File: config.mk
export PLATFORM = sky130hd
export DESIGN_NAME = ifetch
export DESIGN_NICKNAME = d
export VERILOG_FILES = /design/src/rtl/ifetch.sv
export SDC_FILE = /design/constraint.sdc
export NUM_CORES = 1
export LEC_CHECK = 0
export ABC_CLOCK_PERIOD_IN_PS = 12200
export BUFFER_PORTS_ARGS = -buffer_cell sky130_fd_sc_hd__buf_2
export CAP_MARGIN = 20
export CELL_PAD_IN_SITES_DETAIL_PLACEMENT = 1
export CELL_PAD_IN_SITES_GLOBAL_PLACEMENT = 1
export CORE_MARGIN = 1.5
export CORE_UTILIZATION = 47
export CTS_CLUSTER_SIZE = 25
export DETAILED_ROUTE_END_ITERATION = 10
export PLACE_DENSITY_LB_ADDON = 0.08
export REMOVE_ABC_BUFFERS = 1
export SYNTH_ARGS = -nofsm -noshare
export SYNTH_HDL_FRONTEND = slang
export SYNTH_SLANG_ARGS = --single-unit
File: constraint.sdc
create_clock -name clk -period 12.2 [get_ports clk]
set_input_delay 2.44 -clock clk [delete_from_list [all_inputs] [get_ports clk]]
set_output_delay 2.44 -clock clk [all_outputs]
set_load 0.03 [all_outputs]
File: src/rtl/ifetch.sv
// Instruction fetch: one outstanding imem request feeding a DEPTH-entry instruction FIFO.
// Latency: handshake -> imem_req next cycle; imem_ack -> inst_valid next cycle (1 instr/cycle sustained).
// Backpressure: fetch_pc_ready drops when the FIFO could not absorb the outstanding request.
//
// Ports:
//   clk, clr_n                       clock, async active-low reset
//   fetch_pc/_valid/_ready           fetch target handshake from the pc block
//   imem_req/addr, imem_ack/rdata    instruction memory request / response
//   flush                            redirect: drop buffered and in-flight instructions
//   inst_valid/inst/inst_pc/ready    buffer head towards decode
//   fetch_err                        sticky watchdog flag
// Optional feature: define IFETCH_TIMEOUT_EN to enable the 255-cycle fetch watchdog.
module ifetch #(
  parameter int DEPTH = 2
) (
  input  logic        clk,
  input  logic        clr_n,
  input  logic [31:0] fetch_pc,
  input  logic        fetch_pc_valid,
  output logic        fetch_pc_ready,
  output logic        imem_req,
  output logic [31:0] imem_addr,
  input  logic        imem_ack,
  input  logic [31:0] imem_rdata,
  input  logic        flush,
  output logic        inst_valid,
  output logic [31:0] inst,
  output logic [31:0] inst_pc,
  input  logic        inst_ready,
  output logic        fetch_err
);

  localparam int PW = $clog2(DEPTH);
  localparam logic [PW:0] FULL = (PW + 1)'(DEPTH);

  typedef enum logic [1:0] {IDLE, REQ, DROP} state_t;

  state_t          state_q;
  logic [31:0]     addr_q;
  logic [PW-1:0]   wr_ptr_q, rd_ptr_q;
  logic [PW:0]     cnt_q, cnt_d;
  logic [31:0]     mem_inst [DEPTH];
  logic [31:0]     mem_pc   [DEPTH];
  logic            push, pop, hs, tmo_hit;

  assign push = (state_q == REQ) & imem_ack & ~flush;
  assign pop  = inst_valid & inst_ready & ~flush;
  assign cnt_d = cnt_q + {{PW{1'b0}}, push} - {{PW{1'b0}}, pop};

  // Accept a new target only if the FIFO will still have a free slot for it
  // once this cycle's push/pop settle; that slot is reserved for its ack.
  // clr_n gating keeps ready low while reset is held.
  assign fetch_pc_ready = clr_n & ~flush
                        & ((state_q == IDLE) | ((state_q == REQ) & imem_ack))
                        & (cnt_d < FULL);
  assign hs = fetch_pc_valid & fetch_pc_ready;

  assign imem_req  = (state_q != IDLE);
  assign imem_addr = addr_q;

`ifdef IFETCH_TIMEOUT_EN
  logic [7:0] tmo_q;
  logic       err_q;

  // Fires on the 255th consecutive waiting cycle.
  assign tmo_hit = (state_q != IDLE) & ~imem_ack & (tmo_q == 8'd254);

  always_ff @(posedge clk or negedge clr_n) begin
    if (!clr_n) begin
      tmo_q <= 8'd0;
      err_q <= 1'b0;
    end else begin
      if ((state_q != IDLE) && !imem_ack)
        tmo_q <= tmo_hit ? 8'd0 : tmo_q + 8'd1;
      else
        tmo_q <= 8'd0;
      if (tmo_hit)
        err_q <= 1'b1;
    end
  end

  assign fetch_err = err_q;
`else
  assign tmo_hit   = 1'b0;
  assign fetch_err = 1'b0;
`endif

  always_ff @(posedge clk or negedge clr_n) begin
    if (!clr_n) begin
      state_q <= IDLE;
      addr_q  <= 32'h0;
    end else begin
      case (state_q)
        IDLE: begin
          if (hs) begin
            state_q <= REQ;
            addr_q  <= fetch_pc;
          end
        end
        REQ: begin
          // hs cannot be set together with flush, so ack+flush lands in IDLE.
          if (imem_ack) begin
            if (hs) addr_q  <= fetch_pc;
            else    state_q <= IDLE;
          end else if (flush) begin
            state_q <= DROP;
          end
        end
        DROP: begin
          if (imem_ack) state_q <= IDLE;
        end
        default: state_q <= IDLE;
      endcase
      if (tmo_hit) state_q <= IDLE;
    end
  end

  always_ff @(posedge clk or negedge clr_n) begin
    if (!clr_n) begin
      wr_ptr_q <= '0;
      rd_ptr_q <= '0;
      cnt_q    <= '0;
    end else if (flush) begin
      wr_ptr_q <= '0;
      rd_ptr_q <= '0;
      cnt_q    <= '0;
    end else begin
      if (push) wr_ptr_q <= wr_ptr_q + 1'b1;
      if (pop)  rd_ptr_q <= rd_ptr_q + 1'b1;
      cnt_q <= cnt_d;
    end
  end

  always_ff @(posedge clk) begin
    if (push) begin
      mem_inst[wr_ptr_q] <= imem_rdata;
      mem_pc[wr_ptr_q]   <= addr_q;
    end
  end

  assign inst_valid = (cnt_q != '0);
  assign inst       = inst_valid ? mem_inst[rd_ptr_q] : 32'h0;
  assign inst_pc    = inst_valid ? mem_pc[rd_ptr_q]   : 32'h0;

endmodule

* Word-level counts from Yosys, hierarchy flattened
Memories as Yosys holds them, arrays and structs flattened.
Cells that the tools add are included.
** Word-level totals
- Memories kept :: 2
- Flip-flop bits (word level) :: 38
- RAM bits :: 128
** Memories
- mem_inst :: words 2, bits a word 32, rd ports 1, clocked after memory_dff 0, write ports 1, line 42 : logic [31:0] mem_inst [DEPTH];
- mem_pc :: words 2, bits a word 32, rd ports 1, clocked after memory_dff 0, write ports 1, line 43 : logic [31:0] mem_pc [DEPTH];
** Cells by class
- Mux-type cells :: 18
- Bitwise gates (word level) :: 10
- Eq/ne operators :: 7
- Add/sub/neg operators :: 4
- Reductions and logical operators :: 8
- Magnitude comparators :: 1
** Operators by type and width (number)
- $mux 32 :: 4
- $pmux 32 s2 :: 1
- $mux 2 :: 6
- $reduce_bool 2->1 :: 5
- $and 1x1->1 :: 8
- $mux 1 :: 6
- $ne 2x2->1 const B :: 3
- $ne 3x3->1 const B :: 2
- $pmux 2 s3 :: 1
- $reduce_and 4->1 :: 1
- $add 1x1->1 const B :: 2
- $add 2x1->2 :: 1
- $eq 2x1->1 const B :: 1
- $eq 2x2->1 const B :: 1
- $logic_not 2->1 :: 1
- $lt 2x2->1 const B :: 1
- $reduce_and 2->1 :: 1
- $sub 2x1->2 :: 1
- $not 1->1 :: 1
- $or 1x1->1 :: 1

* Logic depth before layout (Yosys ltp)
Gate-level depths: netlist of run 1.
- Word-level depth :: 11
- Gate-level depth with buffers :: 10
- Gate-level depth less buffers :: 8

* Least setup slack after synthesis of run 1
Ideal clock, no wire load.
- Path type :: input to output
- Start :: in flush
- End :: out fetch_pc_ready
- Setup slack :: 5.745 ns
- Arrival :: 4.015 ns
- Cell stages on the path :: 8
- Required time :: 9.760 ns
- Cells stage by stage :: clkbuf_1 -> nor3b_1 -> nand2_1 -> ha_1 -> inv_1 -> ha_1 -> xnor3_2 -> and4_1
** Between the ends
- Word-level cells in the longest chain between the ends :: 6
- Elaborated cells between the ends (all ways) :: 9
- Those cells by class :: add/sub (2); order compare (1); bitwise (6)
** RTL lines
- start: declaration :: line 25 : input logic flush,
- $not 1->1 (*) :: line 46, 47, 53
- $and 1x1->1 :: line 46 : assign push = (state_q == REQ) & imem_ack & ~flush;
- $add 2x1->2 :: line 48 : assign cnt_d = cnt_q + {{PW{1'b0}}, push} - {{PW{1'b0}}, pop};
- $sub 2x1->2 :: line 48
- $lt 2x2->1 :: line 55 : & (cnt_d < FULL);
- $and 1x1->1 (*) :: line 55
- end: declaration :: line 20 : output logic fetch_pc_ready,
Mark *: on every way between the ends. The rest lies on a longest branch, timed or not.

* Worst setup path in the final report of run 1
Ends and elaborated chain as after synthesis.

==> results of run 1 <==
==> metrics by stage <==
stage | setup WS, ps | power, mW
finish | 5543 | 1.372
detailed placement | 5527 | 0.9072
floorplan | 5934 | 0.8315
global placement | 5667 | 0.8983
CTS | 5500 | 1.388
global route | 5424 | 1.421
==> flip-flops by register name (all words and copies together) (netlist names) <==
name / flops
mem_inst: 64
mem_pc: 64
wr_ptr_q: 1
cnt_q: 2
imem_addr: 32
rd_ptr_q: 1
state_q: 2
==> where the power goes <==
part | switching (mW) | internal, mW | total (mW)
clock network | 0.196 | 0.281 | 0.477
registers | 0.0323 | 0.657 | 0.689
logic | 0.127 | 0.0781 | 0.205
total | 0.356 | 1.02 | 1.37
==> worst max path at each step <==
stage	from	end	slack [ps]	cells past startpoint
after floorplan	flush	fetch_pc_ready	5930	7
after global placement	flush	fetch_pc_ready	5670	9
after detailed placement	flush	fetch_pc_ready	5530	9
after CTS	flush	fetch_pc_ready	5500	9
after global routing	flush	fetch_pc_ready	5420	9
final	flush	fetch_pc_ready	5540	9
==> kinds of logic (layout without fill, tap and decap cells) <==
group | Yosys count | count (layout) | synth area share, %
AO/OA/AOI/OAI | 3 | 3 | 0.2900
buffers and inverters | 22 | 208 | 1.818
AND/OR/NAND/NOR | 83 | 83 | 5.532
adder cells (fa/ha/maj) | 2 | 2 | 0.3868
other | 1 | 2 | 0.05797
XOR/XNOR | 3 | 3 | 0.6383
flip-flops | 166 | 166 | 74.12
multiplexers | 96 | 96 | 17.16
==> area by class of cell <==
class | instances | area, um^2
multi-input combinational | 188 | 1573
inverter | 3 | 11.26
fill | 1297 | 5335
antenna | 1 | 2.502
clock inverter | 4 | 22.52
tap | 176 | 220.2
sequential | 166 | 4798
timing repair buffer | 173 | 878.3
clock buffer | 28 | 506.7
==> cell usage after synthesis (all sizes together) <==
cell | number | area, um^2
inv | 3 | 11.26
clkbuf | 4 | 15.01
xnor3 | 1 | 23.77
nor3b | 1 | 7.510
o41ai | 1 | 8.760
o21ai | 1 | 5.000
a21oi | 1 | 5.000
nor2 | 71 | 266.5
mux2i | 64 | 640.6
xor2 | 2 | 17.52
conb | 1 | 3.750
nand2b | 1 | 6.260
or2 | 1 | 6.260
and2 | 1 | 6.260
and4 | 1 | 8.760
nand4 | 1 | 21.27
dfrtp | 38 | 950.9
mux2 | 32 | 469.2
and3 | 1 | 6.260
nor2b | 1 | 6.260
edfxtp | 128 | 3844
buf | 15 | 91.33
nand3b | 2 | 15.01
ha | 2 | 25.02
nand2 | 2 | 7.510
==> metal layers <==
| metal | vias up | wire length, um | track usage (%) |
|---|---|---|---|
| met4 | 0 | 184 | 7.721 |
| met3 | 13 | 842 | 6.226 |
| met5 | - | 0 | 0 |
| li1 | 1723 | - | - |
| met2 | 112 | 6937 | 33.86 |
| met1 | 1841 | 5362 | 22.35 |
==> worst reg2reg max path, cell delays in order (launching register included) <==
cell,delay [ps]
dfrtp_1,450
nor3b_1,260
nand2_1,170
ha_1,320
inv_1,40
ha_1,180
xnor3_2,270
nand4_4,650
mux2_4,570
==> summary.md, run 1 <==
| Metric | Value |
|---|---|
| CP max stage delay | 320 ps |
| Initial antenna violation count | 1 |
| Max Clock Skew | 6.142 ps |
| Peak VDD IR | 0.09888 mV |
| Syn_area_per_cell | 17.20 um^2 |
| Detailed-placement wirelength estimate | 8122 um |
| Min Hold Slack | 492.0 ps |
| Die width | 120.3 um |
| Slowest-stage cell, CP | ha_1 |
| Placer Congestion | 0.7311 |
| Clock period minus worst slack | 6657 ps |
| Post-Syn Instances | 376 |
| Tightest Hold Check Type | flop to flop |
| Number of synthesized register bits | 166 |
| CTS buffer count | 17 |
| Critical path type | input pin to primary output |
| CTS tree | yes |
| Final Hold Vio Count | 0 |
| Cell leakage power | 3.279 nW |
| Reg clk slew, reported paths | 60 ps |
| Yosys warnings | 0 |
| Post-Syn Area | 0.006469 mm^2 |
| Largest net degree at the start of global routing | 66 |
| First DRT Iteration DRCs | 155 |
| Buffers plus inverters on the worst setup path | 3 |
| Path depth of the worst reg2reg path | 8 |
| CTS-repair resized insts | 0 |
| Endpoint class of the critical path | primary output |
| Cell Area, Placed | 0.007481 mm^2 |
| CP Launch Type | input pin |
| Post-CTS setup repair buffer count | 0 |
| CP max FO | 9 |
| Core area | 0.01335 mm^2 |
| Worst reg-to-reg setup slack | 9190 ps |
| Reg2reg start | state_q[1]$_DFFE_PN0P_ |
| Commonest non-fill, non-tap cell in the layout | buf_2 |
| Reg-to-reg endpoint | imem_addr[15]$_DFFE_PN0P_ |
| Syn-to-layout area delta | 23.87% |
| Seq/Total Area, Yosys | 74.12% |
| Row count | 42 |
| Final ANT Viol Nets | 0 |
| CP Cell Sequence | buf_2 -> nor3b_1 -> nand2_1 -> ha_1 -> inv_1 -> ha_1 -> xnor3_2 -> and4_1 -> buf_2 |
| Hold Startpoint | imem_addr[0]$_DFFE_PN0P_ |
| Power per Cell Area | 171.2 mW/mm^2 |
| RSZ-0062 raised after global routing | no |
| All-Layer GR Usage | 19.46% |
| TNS Setup | 0 ps |
| Vias in the first global route | 3953 |
| Fmax | 150.2 MHz |
| Total gr overflow | 0 |
| Cells on Worst Hold Path | 0 |
| Slew @ Worst Pin | 1080 ps |
| First-pass GRT wire length | 20760 um |
| Buffers on Ports | 168 |
| Vias | 3689 |
| Finished Core Util | 60.03% |
| Final wirelength | 13330 um |
| Initial Utilization | 48.46% |
| Vert. Die Dim | 120.3 um |
| Top Family by Delay on Critical Path | simple AND/OR/NAND/NOR gates |
| CP required | 9760 ps |
| Layout cells sized above 1 | 42.17% |
| Most frequent cells in the layout | buf_2 (168), edfxtp_1 (128), nor2_1 (69) |
| Final std cells w/o fill | 739 |
| First-pass DRT Iterations | 4 |
| Drt drc | 0 |
| Post-synth cell types | 29 |
| Clock Latency Late Sink | 420 ps |
| Post-route cell area | 0.008013 mm^2 |
| Clock tree sinks | 166 |
| Max Slew Vio Count | 0 |
| Die area | 0.01448 mm^2 |
| CP arrival | 4220 ps |
| Wire per inst | 18.03 um |
| I/O Pins | 170 |
| Hold_buf cts | 0 |
| Max cap viols | 0 |
| Final #Nets | 621 |
| CTS root buffer | clkbuf_16 |
| Fin crit share | 54.56% |
| Slew headroom | 28.03% |
| Vias per cell | 4.992 |
| # placed instances | 706 |
| Hold worst-path end | mem_pc[1][0]$_DFFE_PP_ |
| Status | finished clean |
| Max clock buf depth | 2 |
| H-tree levels | 4 |
| Final setup fails | 0 |
Power figures use the tool's default switching activity.
==> run 2: changes to the inputs <==
ABC_CLOCK_PERIOD_IN_PS = 6100   (was 12200)
CORE_UTILIZATION = 39   (was 47)
clock period = 6.1 ns   (was 12.2 ns; I/O delays follow)
==> run 2 against run 1 <==
Compared with the run above:
- utilization is 9.3 points lower
- setup slack worse by 3700 ps
- die area is 20% higher
- cell area rose by 1.7%
- routed wire length is 1.3% higher
- clock-buffer cell count fell by 6
- clock skew grew 2.1 ps
- non-clock buffer count down 2
- combinational power is 97% higher
- flip-flop and latch count unchanged
- power grew 110%
- sequential power up 100%
- critical path type unchanged
- highest routed layer unchanged
==> summary.md, run 2 (synthesis results as in run 1) <==
| Metric | Value |
|---|---|
| Max Clock Skew | 8.228 ps (+2.086 ps) |
| Clock tree sinks | 166 (unchanged) |
| H-tree levels | 4 (unchanged) |
| Power per Cell Area | 356.4 mW/mm^2 (+110%) |
| # placed instances | 744 (+5.4%) |
| Status | finished clean |
| Endpoint class of the critical path | primary output |
| Initial Utilization | 40.28% (-8.2 points) |
| Vias per cell | 4.780 (-4.3%) |
| CP Launch Type | input pin |
| Hold_buf cts | 0 (unchanged) |
| Drt drc | 0 (unchanged) |
| Tightest Hold Check Type | flop to flop |
| Max cap viols | 0 (unchanged) |
| Die width | 131.8 um (+9.5%) |
| Slew @ Worst Pin | 994.3 ps (-85.24 ps) |
| Cell Area, Placed | 0.007520 mm^2 (+0.52%) |
| First-pass DRT Iterations | 4 (unchanged) |
| TNS Setup | 0 ps (unchanged) |
| Cell leakage power | 3.311 nW (+0.98%) |
| Detailed-placement wirelength estimate | 8494 um (+4.6%) |
| Commonest non-fill, non-tap cell in the layout | buf_2 |
| Fin crit share | 69.25% |
| Vias | 3709 (+0.54%) |
| I/O Pins | 170 (unchanged) |
| Slowest-stage cell, CP | ha_1 |
| Initial antenna violation count | 0 (-1) |
| Fmax | 236.7 MHz |
| Final #Nets | 619 (-0.32%) |
| Antenna cell count | 0 (-1) |
| Max clock buf depth | 2 (unchanged) |
| Buffers on Ports | 168 (unchanged) |
| Reg clk slew, reported paths | 60 ps (about the same) |
| Critical path type | input pin to primary output |
| All-Layer GR Usage | 16.23% (-3.2 points) |
| Final std cells w/o fill | 776 (+5.0%) |
| Syn-to-layout area delta | 25.94% |
| Most frequent cells in the layout | buf_2 (168), edfxtp_1 (128), nor2_1 (69) |
| Die area | 0.01737 mm^2 (+20%) |
| First-pass GRT wire length | 21540 um (+3.8%) |
| Max Slew Vio Count | 0 (unchanged) |
| Post-CTS setup repair buffer count | 0 (unchanged) |
| Post-route cell area | 0.008147 mm^2 (+1.7%) |
| Clock period minus worst slack | 4224 ps |
| Largest net degree at the start of global routing | 65 (-1.5%) |
| CTS tree | yes |
| CTS-repair resized insts | 0 (unchanged) |
| CP max FO | 9 (unchanged) |
| CTS buffer count | 17 (unchanged) |
| Final setup fails | 0 (unchanged) |
| Final wirelength | 13500 um (+1.3%) |
| Final ANT Viol Nets | 0 (unchanged) |
| CP max stage delay | 310 ps (about the same) |
| Core area | 0.01606 mm^2 (+20%) |
| Layout cells sized above 1 | 42.86% (+0.69 points) |
| Vias in the first global route | 4097 (+3.6%) |
| First DRT Iteration DRCs | 153 (-1.3%) |
| RSZ-0062 raised after global routing | no |
| Peak VDD IR | 0.1998 mV (+100%) |
| Placer Congestion | 0.7192 (-1.6%) |
| CP required | 4880 ps (-4880 ps) |
| Filler cells | 1584 (+22%) |
| Final Hold Vio Count | 0 (unchanged) |
| CP Cell Sequence | buf_2 -> nor3b_1 -> nand2_1 -> ha_1 -> inv_1 -> ha_1 -> xnor3_2 -> and4_1 -> buf_2 |
| CTS root buffer | clkbuf_16 |
| CP arrival | 3000 ps (-1220 ps) |
| Slew headroom | 33.55% (+5.5 points) |
| Row count | 46 (+9.5%) |
| Clock Latency Late Sink | 420 ps (about the same) |
| Wire per inst | 17.40 um (-3.5%) |
| Vert. Die Dim | 131.8 um (+9.5%) |
| Total gr overflow | 0 (unchanged) |
[run 2: cell types whose count changed in the layout (fill, tap and decap cells not counted)]
cell,delta
and3_2,-1
clkbuf_8,-2
clkinv_4,+1
clkinv_2,-1
inv_6,+2
buf_4,-2
and3_4,+1
diode_2,-1
bufinv_16,+3
clkinvlp_4,+1
clkbuf_16,+1
clkbuf_1,-5
[run 2: cell type report]
| cell class | count | area [um^2] | area share [%] |
|---|---|---|---|
| Multi-Input combinational cell | 188 | 1577 | 19.35 |
| Sequential cell | 166 | 4798 | 58.90 |
| Clock buffer | 22 | 485.5 | 5.959 |
| Clock inverter | 10 | 141.4 | 1.736 |
| Timing Repair Buffer | 171 | 863.3 | 10.60 |
| Tap cell | 216 | 270.3 | 3.317 |
| Inverter | 3 | 11.26 | 0.1382 |
[run 2: final timing paths]
path	from	end	slack [ps]	cells after the start
max	flush	fetch_pc_ready	1880	9
min	imem_addr[2]$_DFFE_PN0P_	mem_pc[0][2]$_DFFE_PP_	490	0
max reg2reg	state_q[1]$_DFFE_PN0P_	imem_addr[9]$_DFFE_PN0P_	3090	8
min reg2reg	imem_addr[2]$_DFFE_PN0P_	mem_pc[0][2]$_DFFE_PP_	490	0
max in group asynchronous	clr_n	rd_ptr_q$_DFFE_PN0P_	4450	1
min in group asynchronous	clr_n	imem_addr[5]$_DFFE_PN0P_	950	1
[run 2: worst max-delay path: cells and delay by family]
family,cells,cell delay (ps)
fa+ha+maj,2,490
simple gates,3,640
xor+xnor,1,260
buf+inv,3,400
[run 2: layer usage]
layer / part of all wire (%) / GRT usage [%] / up-vias
met5: 0 / 0 / -
met4: 1.2 / 5.556 / 0
met3: 5.6 / 5.267 / 12
met2: 50 / 27.43 / 118
met1: 43 / 19.66 / 1862
li1: - / - / 1717
[run 2: metrics by stage]
| step | util [%] | power [mW] | setup slack [ps] | hold slack (ps) |
|---|---|---|---|---|
| 5_1_grt | 50.73 | 3.008 | 1763 | 521.1 |
| 4_1_cts | 50.73 | 2.935 | 1854 | 497.6 |
| 6_report | 50.73 | 2.904 | 1876 | 494.7 |
| 3_5_place_dp | 46.83 | 1.813 | 1867 | 482.6 |
| 3_3_place_gp | 46.83 | 1.800 | 1964 | 470.5 |
| 2_1_floorplan | - | 1.663 | 1402 | 507.7 |
[run 2: power breakdown]
group / total (mW) / internal (mW) / leakage, nW / switching [mW]
Combinational: 0.403 / 0.155 / 1.39 / 0.248
Clock: 1.12 / 0.693 / 0.302 / 0.428
Sequential: 1.38 / 1.31 / 1.61 / 0.0672
==> run 3: changes to the inputs <==
ABC_AREA = 1   (was not set)
ABC_CLOCK_PERIOD_IN_PS = 3950   (was 6100)
CORE_UTILIZATION = 41   (was 39)
clock period = 3.95 ns   (was 6.1 ns; I/O delays follow)
==> run 3 against run 2 <==
Compared with the run above:
- worst hold slack got worse by 3.2 ps
- area after synthesis decreased by 1.3%
- power increased by 50%
- first-iteration DRC count increased by 11%
- via count increased by 21%
- clock power increased by 53%
- highest routed layer unchanged
- routed wire length increased by 13%
- sequential share of layout area increased by 0.70 points
- critical path depth increased by 7
- non-clock buffer count increased by 8
- cell area decreased by 1.2%
==> summary.md, run 3 <==
| Metric | Value |
|---|---|
| Commonest non-fill, non-tap cell in the layout | nand2_1 |
| CTS buffer count | 17 (unchanged) |
| Slowest-stage cell, CP | ha_1 |
| Number of synthesized register bits | 166 (unchanged) |
| CP Launch Type | input pin |
| Reg clk slew, reported paths | 60 ps (about the same) |
| Fmax | 295.7 MHz |
| Max clock buf depth | 2 (unchanged) |
| Post-Syn Instances | 535 (+42%) |
| Buffers on Ports | 168 (unchanged) |
| Clock Latency Late Sink | 430 ps (about the same) |
| Pwr Total | 4.361 mW (+50%) |
| Filler cells | 1640 (+3.5%) |
| CTS-repair resized insts | 0 (unchanged) |
| Vias | 4482 (+21%) |
| Max cap viols | 0 (unchanged) |
| Detailed-placement wirelength estimate | 9505 um (+12%) |
| Top cells by count, synth | nand2_1 (234), edfxtp_1 (128), a21oi_1 (65), dfrtp_1 (38) |
| Row count | 45 (-2.2%) |
| Post-CTS setup repair buffer count | 0 (unchanged) |
| Critical path type | input pin to primary output |
| Final setup fails | 0 (unchanged) |
| Final std cells w/o fill | 908 (+17%) |
| Die width | 127.8 um (-3.0%) |
| Final Hold Vio Count | 0 (unchanged) |
| Count leader, synth | nand2_1 |
| Power per Cell Area | 541.9 mW/mm^2 (+52%) |
| Final #Nets | 777 (+26%) |
| H-tree levels | 4 (unchanged) |
| Top FF cell, synth | edfxtp_1 |
| Reg-to-reg endpoint | state_q[0]$_DFFE_PN0P_ |
| Largest net degree at the start of global routing | 65 (unchanged) |
| Peak VDD IR | 0.2900 mV (+45%) |
| Buffers plus inverters on the worst setup path | 7 (+4) |
| Dpl ws | 555.0 ps (-1312 ps) |
| Endpoint class of the critical path | primary output |
| Yosys warnings | 0 (unchanged) |
| Fin crit share | 85.62% |
| Asr flop ratio synth | 22.89% (unchanged) |
| Slew headroom | 48.56% (+15 points) |
| CP max stage delay | 310 ps (about the same) |
| CP arrival | 2590 ps (-410 ps) |
| Vias in the first global route | 4688 (+14%) |
| Final ANT Viol Nets | 0 (unchanged) |
| Worst reg-to-reg setup slack | 1250 ps (-1840 ps) |
| Total gr overflow | 0 (unchanged) |
| Largest area contributor in the netlist | edfxtp_1 |
| Post-synth cell types | 26 (-10%) |
| Reg2reg start | state_q[0]$_DFFE_PN0P_ |
| First DRT Iteration DRCs | 170 (+11%) |
| Clock tree sinks | 166 (unchanged) |
| Min Hold Slack | 491.5 ps (-3.185 ps) |
| Initial antenna violation count | 1 (+1) |
| Crit path depth | 16 (+7) |
| CTS root buffer | clkbuf_16 |
| Post-Syn Area | 0.006386 mm^2 (-1.3%) |
| Syn-to-layout area delta | 26.00% (about the same) |
| Vert. Die Dim | 127.8 um (-3.0%) |
| Synth top area share | 60.19% (+0.77 points) |
| Initial Utilization | 42.01% (+1.7 points) |
| CP required | 3160 ps (-1720 ps) |
| Ranking of synthesized cells by area | edfxtp_1 (60%), dfrtp_1 (15%), nand2_1 (14%), a21oi_1 (5.1%), buf_1 (0.71%) |
| # placed instances | 874 (+17%) |
| Setup ws final | 568.0 ps (-1308 ps) |
| Clock period minus worst slack | 3382 ps |
| Top Family by Delay on Critical Path | buffers and inverters |
| Slew @ Worst Pin | 771.6 ps (-222.8 ps) |
| All-Layer GR Usage | 19.66% (+3.4 points) |
| Max Slew Vio Count | 0 (unchanged) |
| Drt drc | 0 (unchanged) |
| CP Cell Sequence | buf_2 -> inv_1 -> nor3_1 -> buf_4 -> nand2_1 -> ha_1 -> inv_1 -> ha_1 -> inv_2 -> nand2_1 -> nand2_1 -> nand2_1 -> nand2_2 -> nand2_4 -> inv_1 -> buf_2 |
| Hold_buf cts | 0 (unchanged) |
| RSZ-0062 raised after global routing | no |
| Final wirelength | 15230 um (+13%) |
| CTS tree | yes |
| Placer Congestion | 0.7648 (+6.3%) |
| Number of flops mapped to enable cells by yosys | 128 (unchanged) |
| CP max FO | 4 (-5) |
| Layout cells sized above 1 | 31.06% (-12 points) |
| Die area | 0.01633 mm^2 (-6.0%) |
| Max Clock Skew | 8.598 ps (+0.3707 ps) |
| First-pass DRT Iterations | 4 (unchanged) |
| TNS Setup | 0 ps (unchanged) |
| Path depth of the worst reg2reg path | 17 (+9) |
| I/O Pins | 170 (unchanged) |
| Tightest Hold Check Type | input pin to asynchronous set/reset pin |
| Core area | 0.01520 mm^2 (-5.3%) |
| Most common cell on crit path | nand2_1 |
| Wire per inst | 16.78 um (-3.6%) |
| Syn_area_per_cell | 11.94 um^2 (-31%) |
| Seq/Total Area, Yosys | 75.08% (+0.96 points) |
| First-pass GRT wire length | 24120 um (+12%) |
| Vias per cell | 4.936 (+3.3%) |
| Cell leakage power | 3.592 nW (+8.5%) |
| Status | finished clean |
| Most frequent cells in the layout | nand2_1 (234), buf_2 (168), edfxtp_1 (128) |
-- run 3: cell types whose count changed in the layout (fill, tap and decap cells not counted), sizes merged, moves of 8 or more --
cell	delta
a21oi	+64
buf	+8
inv	+11
mux2	-32
mux2i	-64
nand2	+235
nor2	-62
-- run 3: per-layer routing --
layer  global-route usage, %  part of all wire [%]  vias to the layer above
met5                       0                     0                        -
met4                   6.940                   1.7                        0
met3                   5.676                   5.5                       18
met2                   34.47                    51                      113
met1                   23.09                    42                     2209
li1                        -                     -                     2142
-- run 3: worst max-delay path by stage --
| stage | start | endpoint |
|---|---|---|
| floorplan | cnt_q[0]$_DFF_PN0_ | fetch_pc_ready |
| global placement | imem_ack | fetch_pc_ready |
| detailed placement | imem_ack | fetch_pc_ready |
| CTS | imem_ack | fetch_pc_ready |
| global route | imem_ack | fetch_pc_ready |
| finish | imem_ack | fetch_pc_ready |
-- run 3: logic make-up (layout without fill, tap and decap cells) --
logic type      after synthesis  count (layout)  synth area share, %
simple gates                252             252                15.56
flops                       166             166                75.08
compound gates               70              70                5.604
buf+inv                      44             227                3.311
fa+ha+maj                     2               2               0.3918
other cells                   1               3              0.05872
-- run 3: power breakdown --
group | internal (mW) | switching, mW | leakage, nW | total [mW]
clock | 1.08 | 0.638 | 0.304 | 1.71
combinational | 0.147 | 0.400 | 1.65 | 0.548
sequential | 2.01 | 0.0844 | 1.64 | 2.10
-- run 3: layout make-up --
cell class,instances,area [um^2],area share [%]
flip-flops and latches,166,4796,59.60
repair buffers,179,923.4,11.48
inverters,16,62.56,0.7775
clock inverters,8,120.1,1.493
multi-input cells,325,1403,17.43
clock buffers,24,501.7,6.235
well taps,188,235.2,2.923
diodes,2,5.005,0.06220
-- run 3: stage by stage --
stage          utilization [%]  area, um^2
2_1_floorplan                -        6237
3_3_place_gp             48.81        7420
3_5_place_dp             48.81        7420
4_1_cts                  52.90        8041
5_1_grt                  52.90        8041
6_report                 52.93        8046
